**src/rtl/prog_loader_mem.sv**
```systemverilog
// Program-image loader and 32x8 instruction store: streams 32 bytes into memory,
// then releases the CPU; fetch reads are combinational in every state.
module prog_loader_mem #(
  parameter bit BOOT_RUN = 1'b0
) (
  input  logic       clock,
  input  logic       reset,
  input  logic [4:0] addr,
  output logic [7:0] data,
  input  logic       load_start,
  input  logic       load_valid,
  input  logic [7:0] load_data,
  output logic       load_ready,
  output logic       load_done,
  output logic       cpu_run,
  output logic [5:0] load_count
);

  typedef enum logic [1:0] {
    S_IDLE,
    S_LOAD,
    S_RUN
  } state_t;

  state_t     r_state;
  state_t     w_next;
  logic [7:0] r_mem [32];
  logic [5:0] r_count;
  logic [5:0] w_count_next;
  logic       r_done;
  logic       w_done_next;
  logic       w_wr;

  always_comb begin
    w_next       = r_state;
    w_count_next = r_count;
    w_done_next  = 1'b0;
    w_wr         = 1'b0;
    case (r_state)
      S_IDLE: begin
        if (load_start) begin
          w_next       = S_LOAD;
          w_count_next = '0;
        end
      end
      S_LOAD: begin
        // A restart request takes priority over a byte offered in the same cycle.
        if (load_start) begin
          w_count_next = '0;
        end else if (load_valid) begin
          w_wr         = 1'b1;
          w_count_next = r_count + 6'd1;
          if (r_count == 6'd31) begin
            w_next      = S_RUN;
            w_done_next = 1'b1;
          end
        end
      end
      S_RUN: begin
        if (load_start) begin
          w_next       = S_LOAD;
          w_count_next = '0;
        end
      end
      default: w_next = S_IDLE;
    endcase
  end

  always_ff @(posedge clock) begin
    if (reset) begin
      for (int unsigned i = 0; i < 32; i++) begin
        r_mem[i] <= '0;
      end
      r_count <= '0;
      r_done  <= 1'b0;
      r_state <= BOOT_RUN ? S_RUN : S_IDLE;
    end else begin
      r_state <= w_next;
      r_count <= w_count_next;
      r_done  <= w_done_next;
      if (w_wr) begin
        r_mem[r_count[4:0]] <= load_data;
      end
    end
  end

  assign data       = r_mem[addr];
  assign cpu_run    = (r_state == S_RUN);
  assign load_ready = (r_state == S_LOAD);
  assign load_done  = r_done;
  assign load_count = r_count;

endmodule

```
**config.mk**
```make
export PLATFORM = sky130hd
export DESIGN_NAME = prog_loader_mem
export DESIGN_NICKNAME = d
export VERILOG_FILES = /design/src/rtl/prog_loader_mem.sv
export SDC_FILE = /design/constraint.sdc
export NUM_CORES = 1
export LEC_CHECK = 0
export ABC_AREA = 1
export BUFFER_PORTS_ARGS = -buffer_cell sky130_fd_sc_hd__buf_2
export CORE_ASPECT_RATIO = 0.8
export CORE_MARGIN = 5
export CORE_UTILIZATION = 49
export CTS_CLUSTER_DIAMETER = 60
export DETAILED_ROUTE_END_ITERATION = 12
export GPL_ROUTABILITY_DRIVEN = 0
export GPL_TIMING_DRIVEN = 0
export PLACE_DENSITY = 0.65
export SYNTH_ARGS = -nofsm -noshare
export SYNTH_HDL_FRONTEND = slang
export SYNTH_SLANG_ARGS = --single-unit
```
**constraint.sdc**
```tcl
create_clock -name clock -period 5.5 [get_ports clock]
set_input_delay 1.65 -clock clock [delete_from_list [all_inputs] [get_ports clock]]
set_output_delay 1.65 -clock clock [all_outputs]
set_load 0.02 [all_outputs]
```
Yosys cells after proc, flatten, opt, wreduce, memory -nomap -nowiden. Memory sizes are Yosys's and may differ from the RTL's. Index checks and enable logic that the tools add are counted.

$add $sub $neg: 1. Multipliers: 0. Div/mod/pow operators: 0. Magnitude comparators: 0. Equal/unequal tests: 8. Shift-type cells: 0. Muxes and demuxes: 21. Bitwise logic cells: 2. Reduce and logical (&&, ||, !) cells: 7.

Operator list (number): $mux 6 (3); $pmux 6 s2 (1); $mux 1 (10); $mux 2 (4); $mux 8 (1); $reduce_or 8->1 (1); $add 6x1->6 const B (1); $eq 6x5->1 const B (1); $mux 5 (1); $ne 2x1->1 const B (2); $ne 2x2->1 const B (2); $pmux 2 s2 (1); $reduce_and 4->1 (1); $reduce_or 4->1 (1); $ne 3x3->1 const B (1); $reduce_and 3->1 (1); $eq 2x1->1 const B (1); $eq 2x2->1 const B (1); $logic_not 2->1 (1); $not 1->1 (2); $reduce_bool 2->1 (1); $reduce_or 2->1 (1).

Register bits after elaboration: 9. Latch bits: 0. Bits in writable memories: 256. Bits in read-only memories: 0. Output and inout bits: 17. Logic and storage cells: 43. Memories kept: 1.

Memories: r_mem (words 32, width 8, rd ports 1, clocked after memory_dff 0, wr ports 32, RTL line 27) `logic [7:0] r_mem [32];`.

Logic depth before layout (Yosys ltp). Gate-level depths: netlist of the first run.

Word-level depth: 8. Mapped depth: 11. Depth with buffers taken out: 9.

Worst setup path before layout of the first run. Ideal clock, no wire load.

Path type: input to output. From: input port addr[0]. To: output port data[5]. Arrival: 2.695 ns. Required time: 3.850 ns. Setup slack: 1.155 ns. Stages on the path: 11. Path through: inv_1 -> buf_2 -> buf_1 -> nand2_1 -> nand3_1 -> nand3_1 -> nand2_1 -> nand2_1 -> nand2_1 -> nand2_1 -> nand2_1.

Longest elaborated chain between the ends: 1.

RTL lines: start: declaration (RTL line 8) `input logic [4:0] addr,`; $mem_v2 32x8; end: declaration (RTL line 9) `output logic [7:0] data,`.

Every way passes these cells.

Final worst setup path of the first run.
From: input port addr[0]. To: output port data[4].

The elaborated chain is that of the path after synthesis.

==> results by group, run 1 <==
Synthesis
  • Synth Warn #: 0
  • Yosys cell types: 22
  • Syn Area/Cell: 9.391 µm²
  • Synthesized area: 0.01223 mm²
  • Post-synthesis register bit count: 265
  • Post-synthesis sequential area ratio: between 60% and 70%
  • Syn nets: 1,323
  • Gate Count Post-Synth: between 1k and 1.5k

Critical path
  • Register-to-register setup slack: 2770 ps
  • Crit. End Element: output pin
  • Crit path max-delay family: buffers and inverters
  • Critical Path RT: 3850 ps
  • Max stage delay cell, worst path: clkbuf_1
  • Crit path kind: in2out
  • Worst reg-to-reg path cell count: 4
  • Worst reg2reg path endpoint: r_mem[8][7]$_SDFFCE_PN0P_
  • CP cell instances: buf_2 > inv_1 > clkbuf_1 > buf_2 > nand2_1 > nand3_1 > nand3_1 > nand2_1 > nand2_1 > nand2_1 > nand2_1 > nand2_1 > buf_2
  • Crit start category: primary input
  • Worst Path Buf+Inv: 5
  • Crit path top cell by count: nand2_1
  • CP max stage delay: 430 ps
  • WP data arrival: 3670 ps
  • Crit Path Max Fanout: 10
  • Worst r2r src: load_count[3]$_SDFFE_PP0P_

STA
  • RSZ-0062 raised after global routing: false
  • Fmax: 188.0 MHz
  • Clk_skew: around 13 ps
  • Max-slew headroom: 7.886%
  • Crit share post-route: 96.71%
  • Final setup fails: 0
  • Post-layout min period: between 5000 and 6000 ps
  • Slew of the pin with the lowest slew margin: 1371 ps
  • Final Max Slew Viols: 0
  • Final Hold Vio Count: 0
  • Setup TNS: 0 ps

Global route
  • GR Overflow Total: 0
  • Met1 usage: 39.35%
  • Met3 GRT Util: 3.318%
  • Largest net degree at the start of global routing: 14
  • Global-route wire length before repair: 53,770 µm
  • Overall Global Routing Usage: about a quarter
  • Met2 GRT Util: a little under two fifths
  • Initial antenna violation count: 0
  • GRT busiest layer: met1
  • Vias in the first global route: 8,987

Min path
  • Hold path cells: 1
  • Hold Startpoint: load_count[5]$_SDFFE_PP0P_
  • Hold path endpoint: load_done$_SDFF_PP0_
  • Hold WC Path Type: reg2reg

Clocking
  • Cts bufs inserted: 28
  • CTS sink count: ~270
  • H-tree level count: 1
  • CTS tree: built
  • CTS Buffer Depth: 3
  • Clock root buffer: clkbuf_16
  • Clock latency on the worst-skew pair: 540 ps
  • Clock transition at path regs: about 60 ps
  • Post-CTS Setup Inserts: 0
  • CTS Hold Bufs: 0
  • Post_cts resized: 0

Drt
  • Final routed DRC violation total: 0
  • DR vias/cell: 5.719
  • Routed Antenna Nets: 0
  • Via count: 9,728
  • Pre-antenna DRT Iters: 5
  • Post-Route WL: 36,150 µm
  • Iteration-0 DRC Markers: 1,331
  • Wire per inst: between 20 and 25 µm

Place
  • DP HPWL: between 20,000 and 30,000 µm
  • Number of port buffers: 30
  • Post-DP Area: around 0.013 mm²

Floorplan
  • Core area: 0.02444 mm²
  • # rows: 51
  • Num ports: 34
  • Die Height: approximately 150 µm
  • Initial Util: 50.03%
  • Die area: about 0.028 mm²
  • Die span in x: 186.6 µm

Final layout
  • Most frequent cells in the layout: nand2_1, nor2_1, edfxtp_1
  • Share of cells above drive strength 1: 8.821%
  • Most common cell after layout, fill and taps aside: nand2_1
  • ANT cells: 0
  • Nets@finish: 1,383
  • # fillers: ~2.2k
  • Syn-to-layout area delta: 11.70%
  • Final non-filler cell area: 0.01366 mm²

Outcome
  • Outcome: completed

Power
  • Leak: 5.585 nW
  • Cell Pwr Density: 330.0 mW/mm²
  • Worst vdd ir: around 240 µV

Job
  • Max-Cap Viols: 0
## synth_stat cells
cell      instances  area (µm²)
buf_2            14       70.07
xor2_1            1       8.760
nor2_4            5       56.30
ha_1              4       50.05
dfxtp_1           9       180.2
nor3_1            6       30.03
nor2_1          266       998.5
o21ai_0           4       20.02
clkinv_1          1       3.750
edfxtp_1        256        7687
nand3_4           1       17.52
o211a_1           1       10.01
nor3b_1           2       15.01
nand2_2          32       200.2
clkbuf_1         52       195.2
inv_1            25       93.84
nand4_1           1       6.260
inv_2             2       7.510
nand3_1         194       970.9
buf_1            13       48.80
a21oi_1           5       25.02
nand2_1         408        1531
## per-stage QoR
step | cells | util, % | worst slack [ps] | hold WS (ps) | total power [mW]
3_3_place_gp | 1650 | 52.27 | 266.8 | 423.4 | 2.694
2_1_floorplan | 1302 | - | 1155 | 486.9 | 2.552
4_1_cts | 1701 | 55.88 | 248.5 | 453.0 | 4.508
6_report | 1701 | 55.88 | 181.2 | 439.9 | 4.507
5_1_grt | 1701 | 55.88 | 39.19 | 466.3 | 4.631
3_5_place_dp | 1650 | 52.27 | 271.3 | 442.6 | 2.700
## cell families (layout without fill, tap and decap cells)
kind of cell,Yosys count,count (layout),share of synthesized area [%]
flip-flops,265,265,64.35
adder cells (fa/ha/maj),4,4,0.4093
XOR/XNOR,1,1,0.07165
AND/OR/NAND/NOR,915,915,31.29
buffers and inverters,107,188,3.428
AO/OA/AOI/OAI,10,10,0.4502
## how the worst max path moves through the flow
stage                         end  cells past startpoint  startpoint
final                     data[4]                     13     addr[0]
after detailed placement  data[1]                     13     addr[0]
after floorplan           data[5]                     11     addr[0]
after global routing      data[1]                     13     addr[0]
after CTS                 data[1]                     13     addr[0]
after global placement    data[1]                     13     addr[0]
## routing by layer
| layer | vias to the layer above | part of all wire [%] |
|---|---|---|
| met5 | - | 0 |
| met4 | 0 | 2.6 |
| met3 | 60 | 11 |
| met2 | 582 | 43 |
| met1 | 4646 | 44 |
| li1 | 4440 | - |
## report_power, final
part / internal [mW] / switching [mW]
Sequential: 2.27 / 0.0218
Combinational: 0.0830 / 0.290
Clock: 1.06 / 0.783
## registers in the layout, indices dropped and copies added (netlist names)
| signal | count |
|---|---|
| load_count | 6 |
| load_done | 1 |
| r_mem | 256 |
| r_state | 2 |
## layout make-up
cell class	instances	area (µm²)	share of cell area, %
buffer	79	314.1	2.300
tap	318	397.9	2.913
clock inverter	16	133.9	0.9803
multi-input combinational	930	3940	28.85
timing repair buffer	30	150.1	1.099
sequential	265	7868	57.61
clock buffer	35	748.2	5.479
inverter	28	105.1	0.7696
Power figures use the tool's default switching activity.
==> inputs of run 2 (changes only) <==
Settings changed: CELL_PAD_IN_SITES_DETAIL_PLACEMENT from default to 1, CELL_PAD_IN_SITES_GLOBAL_PLACEMENT from default to 2, CORE_UTILIZATION 49 to 43, PLACE_DENSITY 0.65 to default, PLACE_DENSITY_LB_ADDON from default to 0.1, SETUP_SLACK_MARGIN from default to 0.02.
==> run 2 against run 1 <==
Against the previous run: global-route usage rose by 0.32 points; die area is 13% higher; clock power up 7%; maximum frequency is 0.85% lower; non-clock buffer count stayed put; final cell count is 3.3% higher; register-to-register slack gained 200 ps.
==> results by group, run 2 (same netlist as run 1, synthesis figures left out) <==
Outcome
  • Outcome: completed (unchanged)

Power
  • Cell Pwr Density: 337.0 mW/mm² (was 330.0 mW/mm²)
  • Leak: 5.624 nW (was 5.585 nW)
  • Worst vdd ir: 270.0 µV (was 243.4 µV)

STA
  • Slew of the pin with the lowest slew margin: 1132 ps (was 1371 ps)
  • Final Max Slew Viols: 0 (unchanged)
  • Post-layout min period: 5364 ps (was 5319 ps)
  • Crit share post-route: 97.53% (was 96.71%)
  • Clk_skew: 9.662 ps (was 13.20 ps)
  • WHS: 448.5 ps (was 439.9 ps)
  • Max-slew headroom: 23.93% (was 7.886%)
  • RSZ-0062 raised after global routing: false (unchanged)
  • Fmax: 186.4 MHz (was 188.0 MHz)
  • Setup TNS: 0 ps (unchanged)
  • Final setup fails: 0 (unchanged)
  • Final Hold Vio Count: 0 (unchanged)

Clocking
  • Post_cts resized: 0 (unchanged)
  • CTS sink count: 265 (unchanged)
  • Cts bufs inserted: 30 (was 28)
  • Clock latency on the worst-skew pair: 560 ps (was 540 ps)
  • Clock root buffer: clkbuf_16 (unchanged)
  • CTS Hold Bufs: 0 (unchanged)
  • H-tree level count: 1 (unchanged)
  • Post-CTS Setup Inserts: 0 (unchanged)
  • CTS tree: built (unchanged)
  • Clock transition at path regs: 60 ps (about the same)
  • CTS Buffer Depth: 3 (unchanged)

Final layout
  • Most common cell after layout, fill and taps aside: nand2_1 (unchanged)
  • ANT cells: 0 (unchanged)
  • Most frequent cells in the layout: nand2_1, nor2_1, edfxtp_1 (unchanged)
  • Reg with most FFs: r_mem (unchanged)
  • Share of cells above drive strength 1: 9.301% (was 8.821%)
  • Max reg flops: 256 (unchanged)
  • Nets@finish: 1,385 (was 1,383)
  • Syn-to-layout area delta: 12.89% (was 11.70%)

Drt
  • DR vias/cell: 5.485 (was 5.719)
  • Pre-antenna DRT Iters: 5 (unchanged)
  • Iteration-0 DRC Markers: 754 (was 1,331)
  • Via count: 9,638 (was 9,728)
  • Wire per inst: 23.35 µm (was 21.25 µm)
  • Final routed DRC violation total: 0 (unchanged)
  • Routed Antenna Nets: 0 (unchanged)
  • Post-Route WL: 41,020 µm (was 36,150 µm)

Global route
  • Global-route wire length before repair: 60,370 µm (was 53,770 µm)
  • Initial antenna violation count: 0 (unchanged)
  • GR Overflow Total: 0 (unchanged)
  • Largest net degree at the start of global routing: 16 (was 14)
  • Overall Global Routing Usage: 25.57% (was 25.25%)
  • Vias in the first global route: 9,707 (was 8,987)

Critical path
  • CP Launch Point: addr[1] (was addr[0])
  • Max stage delay cell, worst path: buf_1 (was clkbuf_1)
  • CP cell instances: buf_2 > inv_2 > buf_1 > nand3_1 > nand3_1 > nand2_1 > nand2_1 > nand2_1 > nand2_1 > nand2_1 > buf_2 (was buf_2 > inv_1 > clkbuf_1 > buf_2 > nand2_1 > nand3_1 > nand3_1 > nand2_1 > nand2_1 > nand2_1 > nand2_1 > nand2_1 > buf_2)
  • Critical Path RT: 3850 ps (about the same)
  • Crit start category: primary input (unchanged)
  • Crit. End Element: output pin (unchanged)
  • Crit Path Max Fanout: 10 (unchanged)
  • Worst Path Buf+Inv: 4 (was 5)
  • Crit path top cell by count: nand2_1 (unchanged)
  • Worst r2r src: load_count[3]$_SDFFE_PP0P_ (unchanged)
  • WP data arrival: 3710 ps (was 3670 ps)
  • CP max stage delay: 580 ps (was 430 ps)
  • Crit path max-delay family: buffers and inverters (unchanged)
  • Crit path kind: in2out (unchanged)

Min path
  • Hold Startpoint: load_count[5]$_SDFFE_PP0P_ (unchanged)
  • Hold WC Path Type: reg2reg (unchanged)

Floorplan
  • Initial Util: 43.44% (was 50.03%)
  • Die area: 0.03193 mm² (was 0.02823 mm²)
  • Core area: 0.02815 mm² (was 0.02444 mm²)
  • # rows: 55 (was 51)
  • Num ports: 34 (unchanged)
  • Die span in x: 198.5 µm (was 186.6 µm)
  • Die Height: 160.8 µm (was 151.3 µm)

Place
  • Number of port buffers: 30 (unchanged)
  • DP HPWL: 29,820 µm (was 25,590 µm)

Job
  • Max-Cap Viols: 0 (unchanged)
## run 2: cell count changes in the layout (fill, tap and decap cells not counted), sizes merged
cell	delta
clkinvlp	+2
bufinv	+1
buf	-1
clkinv	+2
## run 2: layout make-up
type,count,area [µm²]
clock buffers,34,765.7
clock inverters,21,195.2
plain buffers,79,316.6
well taps,370,462.9
flip-flops and latches,265,7868
inverters,28,105.1
multi-input cells,930,3940
repair buffers,30,150.1
fillers,3227,14340
## run 2: worst paths after layout
kind | slack, ps | endpoint | cells after the start
setup / recovery | 140 | data[5] | 11
hold / removal | 450 | load_done$_SDFF_PP0_ | 1
setup reg to reg | 2970 | r_mem[10][4]$_SDFFCE_PN0P_ | 4
hold reg to reg | 450 | load_done$_SDFF_PP0_ | 1
## run 2: power breakdown
group / leakage [nW] / switching, mW / internal [mW]
clock network: 0.462 / 0.828 / 1.14
registers: 2.71 / 0.0225 / 2.27
logic: 2.45 / 0.305 / 0.0832
total: 5.62 / 1.16 / 3.50
## run 2: per-stage QoR
stage	cell area (µm²)	worst slack, ps	power [mW]	util (%)	cells
5_1_grt	13800	29.35	4.793	49.04	1757
3_3_place_gp	12840	210.7	2.713	45.62	1702
3_5_place_dp	12840	194.5	2.723	45.62	1702
4_1_cts	13800	176.8	4.665	49.03	1757
2_1_floorplan	12230	1155	2.552	-	1302
6_report	13800	135.9	4.652	49.04	1757
## run 2: layer usage
| metal | track usage, % | share of wire [%] | vias to the layer above |
|---|---|---|---|
| met5 | 0 | 0 | - |
| met3 | 4.950 | 8.1 | 52 |
| met4 | 4.599 | 1.9 | 0 |
| li1 | - | - | 4446 |
| met1 | 39.09 | 46 | 4829 |
| met2 | 38.55 | 44 | 311 |
==> inputs of run 3 (changes only) <==
Settings changed: CORE_UTILIZATION 43 to 39, RECOVER_POWER from default to 100.
==> run 3 against run 2 <==
Against the previous run: sequential power about the same; combinational power about the same; global-route usage down 1.6 points; non-clock buffer count up 1; the run now ends with max-capacitance violations, max-slew violations left; die area up 9.7%; final cell count up 3.0%; clock-buffer cell count up 5; clock skew up 1.6 ps; maximum frequency down 1.6%; design area up 0.15%.
==> results by group, run 3 (same netlist as run 1, synthesis figures left out) <==
Outcome
  • Outcome: complete, but fails checks (was completed)
  • Failing checks: max-capacitance violations, max-slew violations

Floorplan
  • Num ports: 34 (unchanged)
  • Die Height: 168.4 µm (was 160.8 µm)
  • Die area: 0.03501 mm² (was 0.03193 mm²)
  • Die span in x: 208.0 µm (was 198.5 µm)
  • Core area: 0.03120 mm² (was 0.02815 mm²)
  • # rows: 58 (was 55)
  • Initial Util: 39.18% (was 43.44%)

Critical path
  • CP cell instances: buf_2 > inv_2 > clkbuf_1 > nand3_1 > nand3_1 > nand2_1 > nand2_1 > nand2_1 > nand2_1 > nand2_1 > clkbuf_2 (was buf_2 > inv_2 > buf_1 > nand3_1 > nand3_1 > nand2_1 > nand2_1 > nand2_1 > nand2_1 > nand2_1 > buf_2)
  • Worst reg-to-reg path cell count: 6 (was 4)
  • Crit start category: primary input (unchanged)
  • Crit path max-delay family: buffers and inverters (unchanged)
  • Crit Path Max Fanout: 10 (unchanged)
  • Worst reg2reg path endpoint: r_mem[9][2]$_SDFFCE_PN0P_ (was r_mem[10][4]$_SDFFCE_PN0P_)
  • CP max stage delay: 650 ps (was 580 ps)
  • Worst Path Buf+Inv: 4 (unchanged)
  • Register-to-register setup slack: 2060 ps (was 2970 ps)
  • Crit path kind: in2out (unchanged)
  • Worst r2r src: r_state[0]$_SDFFE_PP0P_ (was load_count[3]$_SDFFE_PP0P_)
  • Critical Path RT: 3850 ps (about the same)
  • Crit path top cell by count: nand2_1 (unchanged)
  • WP data arrival: 3800 ps (was 3710 ps)
  • Crit. End Element: output pin (unchanged)
  • Max stage delay cell, worst path: clkbuf_1 (was buf_1)

STA
  • Setup TNS: 0 ps (unchanged)
  • Max-slew headroom: -2.409% (was 23.93%)
  • Clk_skew: 11.30 ps (was 9.662 ps)
  • Final setup fails: 0 (unchanged)
  • Final Max Slew Viols: 9 (was 0)
  • Slew of the pin with the lowest slew margin: 1530 ps (was 1132 ps)
  • WHS: 439.1 ps (was 448.5 ps)
  • Final Hold Vio Count: 0 (unchanged)
  • Fmax: 183.4 MHz (was 186.4 MHz)
  • Crit share post-route: 99.12% (was 97.53%)
  • RSZ-0062 raised after global routing: false (unchanged)
  • Post-layout min period: 5452 ps (was 5364 ps)
  • Final setup margin: 48.25 ps (was 135.9 ps)

Clocking
  • H-tree level count: 1 (unchanged)
  • CTS sink count: 265 (unchanged)
  • Clock transition at path regs: 60 ps (about the same)
  • CTS Buffer Depth: 3 (unchanged)
  • CTS tree: built (unchanged)
  • Post-CTS Setup Inserts: 0 (unchanged)
  • Cts bufs inserted: 31 (was 30)
  • Clock root buffer: clkbuf_16 (unchanged)
  • Clock latency on the worst-skew pair: 580 ps (was 560 ps)

Final layout
  • Final non-filler cell area: 0.01382 mm² (was 0.01380 mm²)
  • Syn-to-layout area delta: 13.06% (was 12.89%)
  • Layout Cells excl Fill: 1,810 (was 1,757)
  • Most frequent cells in the layout: nand2_1, nor2_1, edfxtp_1 (unchanged)
  • ANT cells: 0 (unchanged)
  • Most common cell after layout, fill and taps aside: nand2_1 (unchanged)
  • Reg with most FFs: r_mem (unchanged)
  • Nets@finish: 1,387 (was 1,385)
  • Max reg flops: 256 (unchanged)
  • Share of cells above drive strength 1: 6.547% (was 9.301%)

Min path
  • Hold WC Path Type: reg2reg (unchanged)
  • Hold Startpoint: load_count[5]$_SDFFE_PP0P_ (unchanged)
  • Hold path cells: 1 (unchanged)
  • Hold path endpoint: load_done$_SDFF_PP0_ (unchanged)

Drt
  • Pre-antenna DRT Iters: 5 (unchanged)
  • Wire per inst: 23.52 µm (was 23.35 µm)
  • Routed wl met3: 2723 µm (was 3317 µm)
  • Wire length on met1: 20,740 µm (was 18,950 µm)
  • Final routed DRC violation total: 0 (unchanged)
  • DR vias/cell: 5.319 (was 5.485)
  • Post-Route WL: 42,580 µm (was 41,020 µm)
  • Highest routed layer: met4 (unchanged)
  • Via count: 9,628 (was 9,638)
  • DR WL met2: 18,160 µm (was 17,970 µm)
  • Routed Antenna Nets: 0 (unchanged)
  • Iteration-0 DRC Markers: 853 (was 754)

Place
  • Dpl ws: 52.57 ps (was 194.5 ps)
  • Post-DP Area: 0.01290 mm² (was 0.01284 mm²)
  • DP HPWL: 30,390 µm (was 29,820 µm)
  • Number of port buffers: 30 (unchanged)
  • DP Cell Count: 1,752 (was 1,702)

Power
  • Leak: 5.611 nW (was 5.624 nW)
  • Cell Pwr Density: 348.6 mW/mm² (was 337.0 mW/mm²)
  • Worst vdd ir: 232.8 µV (was 270.0 µV)

Global route
  • Global-route wire length before repair: 62,320 µm (was 60,370 µm)
  • GR Overflow Total: 0 (unchanged)
  • Vias in the first global route: 9,475 (was 9,707)
  • Largest net degree at the start of global routing: 15 (was 16)
  • Overall Global Routing Usage: 24.00% (was 25.57%)
  • Initial antenna violation count: 0 (unchanged)

Job
  • Max-Cap Viols: 1 (was 0)
-- run 3: changes by cell type in the layout (fill, tap and decap cells not counted), moves of 8 or more --
cell | previous run | this run
buf_2 | 44 | 29
clkbuf_1 | 55 | 66
clkbuf_2 | 2 | 10
nand2_1 | 408 | 440
nand2_2 | 32 | 0
-- run 3: cell type report --
cell class | count | area [µm²]
inverter | 28 | 105.1
buffer | 79 | 321.6
sequential | 265 | 7868
timing repair buffer | 31 | 143.9
clock buffer | 39 | 835.8
fill | 3647 | 17380
multi-input combinational | 930 | 3817
clock inverter | 18 | 206.4
tap | 420 | 525.5
-- run 3: layer usage --
metal  track usage [%]  vias to the layer above
met5                 0                        -
met4             5.709                        0
met3             3.390                       60
met1             37.31                     4831
met2             35.62                      288
li1                  -                     4449
-- run 3: worst max-delay path by stage --
stage / slack (ps) / to / start / cells after the start
floorplan: 1150 / data[5] / addr[0] / 11
global placement: 40 / data[4] / addr[0] / 13
detailed placement: 50 / data[4] / addr[0] / 13
CTS: 40 / data[4] / addr[0] / 13
global route: 20 / data[4] / addr[0] / 12
finish: 50 / data[5] / addr[1] / 11
-- run 3: worst reg2reg max path, delay by kind of cell, from the launching register on --
kind / cells / cell delay (ps)
simple gates: 5 / 2620
buf+inv: 1 / 100
flops: 1 / 360
-- run 3: power by group --
| part | leakage, nW | internal, mW | switching (mW) |
|---|---|---|---|
| sequential | 2.71 | 2.27 | 0.0223 |
| combinational | 2.39 | 0.0823 | 0.308 |
| clock | 0.509 | 1.26 | 0.868 |
-- run 3: per-stage QoR --
step,util (%),power (mW)
CTS,44.69,4.843
finish,44.30,4.818
global route,44.30,4.965
detailed placement,41.35,2.727
floorplan,-,2.552
global placement,41.35,2.720
-- run 3: repair_timing --
action	in CTS	in global routing
resized for setup	0	9
endpoints found under the setup margin	0	8
hold buffers	0	0
